## src/rtl/serial_frame_rx_if.sv

```systemverilog
// Byte-wide valid/ready stream carried out of serial_frame_rx.
// master: the receiver, which sources head-of-FIFO bytes.
// slave : the byte-wide consumer, which returns data_ready.
interface serial_frame_rx_if;
    logic [7:0] data_out;
    logic       data_last;
    logic       data_valid;
    logic       data_ready;
    logic       parity_err;

    modport master (
        output data_out,
        output data_last,
        output data_valid,
        output parity_err,
        input  data_ready
    );

    modport slave (
        input  data_out,
        input  data_last,
        input  data_valid,
        input  parity_err,
        output data_ready
    );
endinterface

```

## src/rtl/serial_frame_rx.sv

```systemverilog
// Serial frame receiver.
// - Hunts the qualified bit stream for SYNC_PATTERN.
// - Assembles the next FRAME_LEN bytes MSB-first.
// - Queues them in a first-word fall-through FIFO that drains over a valid/ready byte interface.
// Optional feature: define SERIAL_FRAME_RX_PARITY_EN to expect an even-parity bit after every
// payload byte. A bad parity bit is flagged on parity_err and does not abort the frame.
module serial_frame_rx #(
    parameter logic [7:0] SYNC_PATTERN = 8'hA5,
    parameter int         FRAME_LEN    = 4,
    parameter int         FIFO_DEPTH   = 4
) (
    input  logic                   clk,
    input  logic                   reset,
    input  logic                   bit_valid,
    input  logic                   bit_in,
    input  logic                   ovf_clr,
    output logic                   locked,
    output logic                   overflow,
    serial_frame_rx_if.master      byte_if
);

    localparam int         PTR_W    = $clog2(FIFO_DEPTH);
    localparam int         CNT_W    = PTR_W + 1;
    localparam logic [7:0] LAST_IDX = 8'(FRAME_LEN - 1);

`ifdef SERIAL_FRAME_RX_PARITY_EN
    typedef enum logic [1:0] {HUNT, DATA, PARITY} state_t;
`else
    typedef enum logic [1:0] {HUNT, DATA} state_t;
`endif

    typedef struct packed {
        logic       last;
        logic       perr;
        logic [7:0] data;
    } entry_t;

    state_t               state_q;
    logic                 locked_q;
    logic [7:0]           sh_q;
    logic [7:0]           sh_d;
    logic [2:0]           bit_cnt_q;
    logic [7:0]           byte_cnt_q;

    entry_t               mem_q [FIFO_DEPTH];
    entry_t               head;
    entry_t               push_entry;
    logic [PTR_W-1:0]     wr_ptr_q;
    logic [PTR_W-1:0]     rd_ptr_q;
    logic [CNT_W-1:0]     count_q;
    logic                 overflow_q;

    logic                 fifo_valid;
    logic                 full;
    logic                 push;
    logic                 pop;
    logic                 drop;
    logic                 wr_en;

    assign fifo_valid = (count_q != '0);
    assign full       = (count_q == CNT_W'(FIFO_DEPTH));
    assign pop        = fifo_valid && byte_if.data_ready;
    assign drop       = push && full && !pop;
    assign wr_en      = push && !drop;
    assign head       = mem_q[rd_ptr_q];

    // Decide whether this cycle completes a payload byte, and what gets queued for it.
    always_comb begin
        // NOTE: every always_comb output gets a default first so no path can infer a latch.
        sh_d            = {sh_q[6:0], bit_in};
        push            = 1'b0;
        push_entry.last = (byte_cnt_q == LAST_IDX);
        push_entry.perr = 1'b0;
        push_entry.data = sh_d;
        if (bit_valid) begin
`ifdef SERIAL_FRAME_RX_PARITY_EN
            // The byte is already whole in sh_q; bit_in is its parity bit.
            if (state_q == PARITY) begin
                push            = 1'b1;
                push_entry.data = sh_q;
                push_entry.perr = ^{sh_q, bit_in};
            end
`else
            if (state_q == DATA && bit_cnt_q == 3'd7) begin
                push = 1'b1;
            end
`endif
        end
    end

    // Frame FSM: sync hunt, bit/byte counting, and the registered locked flag.
    always_ff @(posedge clk or negedge reset) begin
        if (!reset) begin
            state_q    <= HUNT;
            locked_q   <= 1'b0;
            sh_q       <= '0;
            bit_cnt_q  <= '0;
            byte_cnt_q <= '0;
        end else if (bit_valid) begin
            // NOTE: sequential state uses non-blocking assignments so every register samples
            // pre-edge values, whatever order these statements appear in.
            sh_q <= sh_d;
            case (state_q)
                HUNT: begin
                    if (sh_d == SYNC_PATTERN) begin
                        state_q    <= DATA;
                        locked_q   <= 1'b1;
                        bit_cnt_q  <= '0;
                        byte_cnt_q <= '0;
                    end
                end
                DATA: begin
                    bit_cnt_q <= bit_cnt_q + 3'd1;
`ifdef SERIAL_FRAME_RX_PARITY_EN
                    if (bit_cnt_q == 3'd7) begin
                        state_q <= PARITY;
                    end
`endif
                end
                default: ;
            endcase
            // A finished byte either ends the frame (last byte or FIFO overflow) or continues it.
            if (push) begin
                if (drop || push_entry.last) begin
                    state_q  <= HUNT;
                    locked_q <= 1'b0;
                end else begin
                    state_q    <= DATA;
                    byte_cnt_q <= byte_cnt_q + 8'd1;
                end
            end
        end
    end

    // FIFO pointers and occupancy; simultaneous push and pop leaves the count unchanged.
    always_ff @(posedge clk or negedge reset) begin
        if (!reset) begin
            wr_ptr_q <= '0;
            rd_ptr_q <= '0;
            count_q  <= '0;
        end else begin
            if (wr_en) begin
                wr_ptr_q <= wr_ptr_q + 1'b1;
            end
            if (pop) begin
                rd_ptr_q <= rd_ptr_q + 1'b1;
            end
            count_q <= count_q + CNT_W'(wr_en) - CNT_W'(pop);
        end
    end

    // FIFO storage; entries are only ever read while counted valid.
    always_ff @(posedge clk) begin
        // NOTE: storage has no reset; outputs are gated by fifo_valid, so stale entries never leak.
        if (wr_en) begin
            mem_q[wr_ptr_q] <= push_entry;
        end
    end

    // Sticky overflow flag; a new drop outranks a clear in the same cycle.
    always_ff @(posedge clk or negedge reset) begin
        if (!reset) begin
            overflow_q <= 1'b0;
        end else if (drop) begin
            overflow_q <= 1'b1;
        end else if (ovf_clr) begin
            overflow_q <= 1'b0;
        end
    end

    assign locked             = locked_q;
    assign overflow           = overflow_q;
    assign byte_if.data_valid = fifo_valid;
    assign byte_if.data_out   = fifo_valid ? head.data : 8'h00;
    assign byte_if.data_last  = fifo_valid & head.last;
`ifdef SERIAL_FRAME_RX_PARITY_EN
    assign byte_if.parity_err = fifo_valid & head.perr;
`else
    assign byte_if.parity_err = 1'b0;
    logic unused_bits;
    assign unused_bits = ^{sh_q[7], head.perr};
`endif

endmodule

```

## src/flat_wrapper.sv

```systemverilog
// flat-port wrapper written by rule: the top's interface ports become plain ports
module serial_frame_rx_flat 
#(
    parameter logic [7:0] SYNC_PATTERN = 8'hA5,
    parameter int         FRAME_LEN    = 4,
    parameter int         FIFO_DEPTH   = 4
)
  (clk, reset, bit_valid, bit_in, ovf_clr, locked, overflow, byte_if_data_out, byte_if_data_last, byte_if_data_valid, byte_if_parity_err, byte_if_data_ready);
  serial_frame_rx_if byte_if_i ();
  input  logic clk;
  input  logic reset;
  input  logic bit_valid;
  input  logic bit_in;
  input  logic ovf_clr;
  output logic locked;
  output logic overflow;
  output wire logic [$bits(byte_if_i.data_out)-1:0] byte_if_data_out;
  output wire logic [$bits(byte_if_i.data_last)-1:0] byte_if_data_last;
  output wire logic [$bits(byte_if_i.data_valid)-1:0] byte_if_data_valid;
  output wire logic [$bits(byte_if_i.parity_err)-1:0] byte_if_parity_err;
  input wire logic [$bits(byte_if_i.data_ready)-1:0] byte_if_data_ready;
  assign byte_if_data_out = byte_if_i.data_out;
  assign byte_if_data_last = byte_if_i.data_last;
  assign byte_if_data_valid = byte_if_i.data_valid;
  assign byte_if_parity_err = byte_if_i.parity_err;
  assign byte_if_i.data_ready = byte_if_data_ready;
  serial_frame_rx #(.SYNC_PATTERN(SYNC_PATTERN), .FRAME_LEN(FRAME_LEN), .FIFO_DEPTH(FIFO_DEPTH)) u_core (.clk(clk), .reset(reset), .bit_valid(bit_valid), .bit_in(bit_in), .ovf_clr(ovf_clr), .locked(locked), .overflow(overflow), .byte_if(byte_if_i));
endmodule
```

## config.mk

```make
export PLATFORM = sky130hd
export DESIGN_NAME = serial_frame_rx_flat
export DESIGN_NICKNAME = d
export VERILOG_FILES = /design/src/rtl/serial_frame_rx_if.sv /design/src/rtl/serial_frame_rx.sv /design/src/flat_wrapper.sv
export SDC_FILE = /design/constraint.sdc
export NUM_CORES = 1
export LEC_CHECK = 0
export ABC_AREA = 1
export CORE_MARGIN = 4
export CORE_UTILIZATION = 60
export CTS_BUF_LIST = sky130_fd_sc_hd__clkbuf_8 sky130_fd_sc_hd__clkbuf_16
export CTS_CLUSTER_DIAMETER = 50
export CTS_CLUSTER_SIZE = 25
export DETAILED_ROUTE_END_ITERATION = 6
export DONT_BUFFER_PORTS = 1
export GPL_TIMING_DRIVEN = 0
export PLACE_DENSITY_LB_ADDON = 0.15
export SETUP_SLACK_MARGIN = 0.15
export SLEW_MARGIN = 10
export SYNTH_ARGS = -nofsm -noshare
export SYNTH_HDL_FRONTEND = slang
export SYNTH_SLANG_ARGS = --single-unit
```

## constraint.sdc

```tcl
create_clock -name clk -period 3.4 [get_ports clk]
set_clock_uncertainty 0.2 [all_clocks]
set_input_delay 0.17 -clock clk [delete_from_list [all_inputs] [get_ports clk]]
set_output_delay 0.17 -clock clk [all_outputs]
set_load 0.01 [all_outputs]
```

* After elaboration in Yosys (flattened, before gate mapping) *
Memories as Yosys holds them, arrays and structs flattened.
Cells that the tools add are included.

storage, ports and cells
  memory bits (writable) = 36
  register bits = 29
  input port bits = 6
  word-level logic and storage cells = 60
  output and inout port bits = 13
  memories kept = 1

memories
  memory        words  width  rd ports  clocked after memory_dff  write ports  line                   source
  u_core.mem_q  4      9      1         0                         1            serial_frame_rx.sv:45  entry_t mem_q [FIFO_DEPTH];

cells by class
  equality and inequality tests = 6
  reductions and logical operators = 16
  bitwise operators = 1
  multiplexer cells = 21
  add/sub/neg operators = 6

operators with widths
  operator               number
  $mux W8                5
  $mux W1                11
  $add A8 B1 Y8 const B  1
  $eq A8 B2 Y1 const B   1
  $eq A8 B8 Y1 const B   1
  $reduce_bool A2 Y1     4
  $eq A3 B3 Y1 const B   2
  $mux W2                3
  $pmux W3 S2            1
  $reduce_and A3 Y1      2
  $logic_and A1 B1 Y1    5
  $add A2 B1 Y2 const B  2
  $add A3 B1 Y3          1
  $add A3 B1 Y3 const B  1
  $mux W3                1
  $reduce_bool A3 Y1     1
  $sub A3 B1 Y3          1
  $eq A2 B1 Y1 const B   1
  $logic_not A1 Y1       2
  $logic_not A2 Y1       1
  $ne A2 B1 Y1 const B   1
  $and A1 B1 Y1          1
  $logic_or A1 B1 Y1     1

* Logic depth before layout (Yosys ltp) *
  word-level depth = 10
  mapped depth = 11
  depth with buffers taken out = 11

* Worst setup path before layout *
Ideal clock, no wire load.

  path kind = reg-to-reg
  from = register u_core.count_q[1]
  to = register u_core.count_q[2]
  slack = 1.013 ns
  clock period less this slack = 2.387 ns
  data arrival time = 2.059 ns
  cell stages (with the launch flop) = 12
  setup time = 0.129 ns
  path buffers = 0
  data required time = 3.071 ns
  path through = dfrtp_1 nor2_1 nand2_1 inv_2 nor2_1 ha_1 inv_1 ha_1 inv_1 fa_1 xnor2_1 xor2_1

on the way
  word-level cells in the longest chain between the ends = 8
  elaborated cells on any way between the ends = 10
  classes of those cells = 2 x add/sub; 1 x eq/ne; 7 x reduce/logical

ends and longest elaborated chain
  element                 line                    source
  start, declared         serial_frame_rx.sv:50   logic [CNT_W-1:0] count_q;
  start signal, assigned  serial_frame_rx.sv:148  count_q <= count_q + CNT_W'(wr_en) - CNT_W'(pop);
  $reduce_bool A3 Y1 *    serial_frame_rx.sv:60   assign fifo_valid = (count_q != '0);
  net byte_if_data_valid  flat_wrapper.sv:19      output wire logic [$bits(byte_if_i.data_valid)-1:0] byte_if_data_valid;
  $logic_and A1 B1 Y1 *   serial_frame_rx.sv:62   assign pop = fifo_valid && byte_if.data_ready;
  net u_core.pop          serial_frame_rx.sv:56   logic pop;
  $logic_not A1 Y1        serial_frame_rx.sv:63   assign drop = push && full && !pop;
  $logic_and A1 B1 Y1     serial_frame_rx.sv:63
  $logic_not A1 Y1        serial_frame_rx.sv:64   assign wr_en = push && !drop;
  $logic_and A1 B1 Y1     serial_frame_rx.sv:64
  $add A3 B1 Y3           serial_frame_rx.sv:148
  $sub A3 B1 Y3 *         serial_frame_rx.sv:148

The timed path passes the listed nets; every way through them passes the cells marked *.
A chain may end at the register's enable or synchronous reset.

* Final worst setup path *
Ends and elaborated chain as after synthesis.

==> qor.yml <==
layout:
  fin_nets: 324
  syn2layout_area_growth_pct: 11.3
  drive_gt1_share_pct: 8.95
  diodes: 0
cts:
  numCtsBuffers: 9
  clock_sinks: 64
  path_clk_slew_ns: 0.06
  h-tree-depth: 3
  cts_root_buf: "clkbuf_8"
  cts_tree: "built"
  insertion_delay_ns: 0.34
  clock_path_buffers: 2
  hold_buffers: 7
  postCtsSetupBuffers: 0
  cts_resized: 0
power:
  vdd_ir_drop_max_uv: 447
  power_density_mw_per_mm2: 736
  leakage_nw: 1.39
die:
  dieHeight_um: 77.5
  fp.dieW_um: 77.5
  pin_count: 19
  coreArea_mm2: 0.00469
  placementRows: 25
  start_util_pct: 61.8
  die-area_mm2: 0.00601
placed_design:
  gp_congestion: 0.863
  dp.final_hpwl_um: 3420
  dp_slack_ns: 0.725
  io_buffers: 0
sta:
  slew_headroom_pct: 42.8
  finalCritPeriodShare_pct: 78.7
  slew_violations: 0
  max_freq_mhz: 374
  final-setup-viol-count: 0
  rsz0062_at_grt: "false"
  min_period_ns: 2.68
  tightest_slew_ns: 0.855
  layout_setup_ws_ns: 0.725
  hold_viol_final: 0
  setup_tns_ns: 0
worst_setup_path:
  crit_fanout: 10
  critPathArrivalTime_ns: 2.74
  cp.required_ns: 3.46
  worst_r2r_endpoint: "u_core.count_q[2]"
  startpoint_type: "register"
  cp_cell_sequence: "nor2_1, nand2_1, inv_2, nor2_1, ha_1, inv_1, ha_1, inv_1, fa_1, xnor2_1, xor2_1"
  cp-end-kind: "register"
  reg2regPathDepth: 11
  endpoint: "u_core.count_q[2]"
  slowest_stage: "dfrtp_1"
  r2r_slack_ns: 0.72
  cp_slowest_stage_delay_ns: 0.42
  path_class: "register to register"
  r2r_start: "u_core.count_q[1]"
  startpoint: "u_core.count_q[1]"
route:
  drc: 0
  dr.pass1.iters: 5
  ant_nets: 0
  num_vias: 1912
  initialDrtViolationCount: 76
  viasPerCell: 5.21
  avgRoutedWirePerCell_um: 14.5
  wl_um: 5310
synthesis:
  synth_area_leader_cell: "edfxtp_1"
  synth_warnings: 0
  synth_fp_nets: 306
  syn_inst: 290
  synthFlopType: "edfxtp_1"
  synth_edf_count: 36
  post-synth-top-area-fraction_pct: 37.3
  async_flop_share_pct: 43.8
  ys_top_cells_by_area: "edfxtp_1 (37%), dfrtp_1 (24%), nor2_1 (6.6%)"
  ys_seq_area_share_pct: 61.4
  ys_ff_latch: 64
  postSynthAreaPerCell_um2: 10.0
  syn_area_mm2: 0.00290
  synth_cell_types: 31
job:
  max-cap-violations: 0
global_routing:
  grt_pass1_wl_um: 9070
  antenna_found_initial: 0
  track_usage_pct: 20.2
  grt_pass1_vias: 1913
  gr-total-overflow: 0
  grt_max_degree: 29
hold_path:
  hold_path.startpoint: "byte_if_data_ready"
  hold_path_class: "primary input to register"
  min_path_cells: 4
run_status:
  status: "complete, no violations"
[worst max-delay path, delay by kind of cell, from the launching register on]
| family | cells | cell delay, ns |
|---|---|---|
| xor+xnor | 2 | 0.33 |
| fa+ha+maj | 3 | 0.82 |
| flops | 1 | 0.42 |
| simple gates | 3 | 0.52 |
| buf+inv | 3 | 0.32 |
[where the power goes]
part,total (mW),internal (mW),switching (mW)
logic,0.733,0.246,0.487
clock network,0.600,0.325,0.275
registers,1.04,0.950,0.0935
total,2.38,1.52,0.856
[flip-flops by register name (all words and copies together) (netlist names)]
signal             flops
u_core.sh_q            7
u_core.count_q         3
u_core.wr_ptr_q        2
u_core.locked          1
u_core.state_q         1
u_core.overflow        1
u_core.bit_cnt_q       3
u_core.mem_q          36
u_core.byte_cnt_q      8
u_core.rd_ptr_q        2
[per-stage QoR]
stage                     power (mW)  std cells  hold slack (ns)  cell area, um2  util [%]
after detailed placement        1.78        344           -0.324            2970      63.3
final                           2.38        367           0.0394            3230      68.8
after CTS                       2.39        367           0.0342            3230      68.8
after global placement          1.74        344           -0.324            2970      63.3
after global routing            2.55        367           0.0756            3230      68.8
after floorplan                 1.60        290           -0.326            2900         -
[cells by family after synthesis]
family / synth area share, %
xor gates and xnor gates: 1.81
AOI/OAI and AO/OA: 8.80
adders and majority gates: 4.57
DFF: 61.4
and+or+nand+nor: 17.0
buffers and inverters: 6.30
other: 0.129
[layer usage]
| layer | routed length, um | GRT usage (%) | part of all wire (%) |
|---|---|---|---|
| met3 | 266 | 4.52 | 5.0 |
| met4 | 107 | 11.4 | 2.0 |
| met2 | 2640 | 32.8 | 50 |
| met5 | 0 | 0 | 0 |
| met1 | 2300 | 24.9 | 43 |
[worst min path at each step]
stage | endpoint | slack [ns]
2_1_floorplan | u_core.bit_cnt_q[0] | -0.33
3_3_place_gp | u_core.sh_q[6] | -0.32
3_5_place_dp | u_core.sh_q[6] | -0.32
4_1_cts | u_core.locked | 0.03
5_1_grt | u_core.byte_cnt_q[4] | 0.08
6_report | u_core.locked | 0.04
[layout make-up]
cell class | instances | area (um2)
clock buffers | 9 | 124
inverters | 37 | 143
clock inverters | 7 | 55.1
flip-flops and latches | 64 | 1780
well taps | 54 | 67.6
plain buffers | 8 | 40.0
multi-input cells | 181 | 937
fillers | 366 | 1460
repair buffers | 7 | 80.1
[layout by cell type, fill, tap and decap left out, types with 2 or more instances in the layout]
master         netlist  routed
xor2_1               4       4
dfrtp_1             28      28
a21oi_1             15      15
xnor2_1              2       2
clkinv_2             1       3
dlygate4sd3_1        0       6
nand3_1             10      10
ha_1                 9       9
clkbuf_8             0       9
nand3b_1             2       2
buf_2                2       2
nor2_1              51      51
clkbuf_1             4       4
nor3_1               2       2
buf_4                2       2
clkinv_1             1       3
inv_2                3       3
o21ai_0             31      31
nand2_1             43      43
edfxtp_1            36      36
inv_1               31      33
o21ai_1              2       2
[Yosys cell counts (2+ instances only)]
library cell   n
nor2_1        51
nand2_1       43
edfxtp_1      36
inv_1         31
o21ai_0       31
dfrtp_1       28
a21oi_1       15
nand3_1       10
ha_1           9
clkbuf_1       4
xor2_1         4
inv_2          3
buf_2          2
buf_4          2
nand3b_1       2
nor3_1         2
o21ai_1        2
xnor2_1        2
Note: power is estimated with default switching activity, not from simulation.
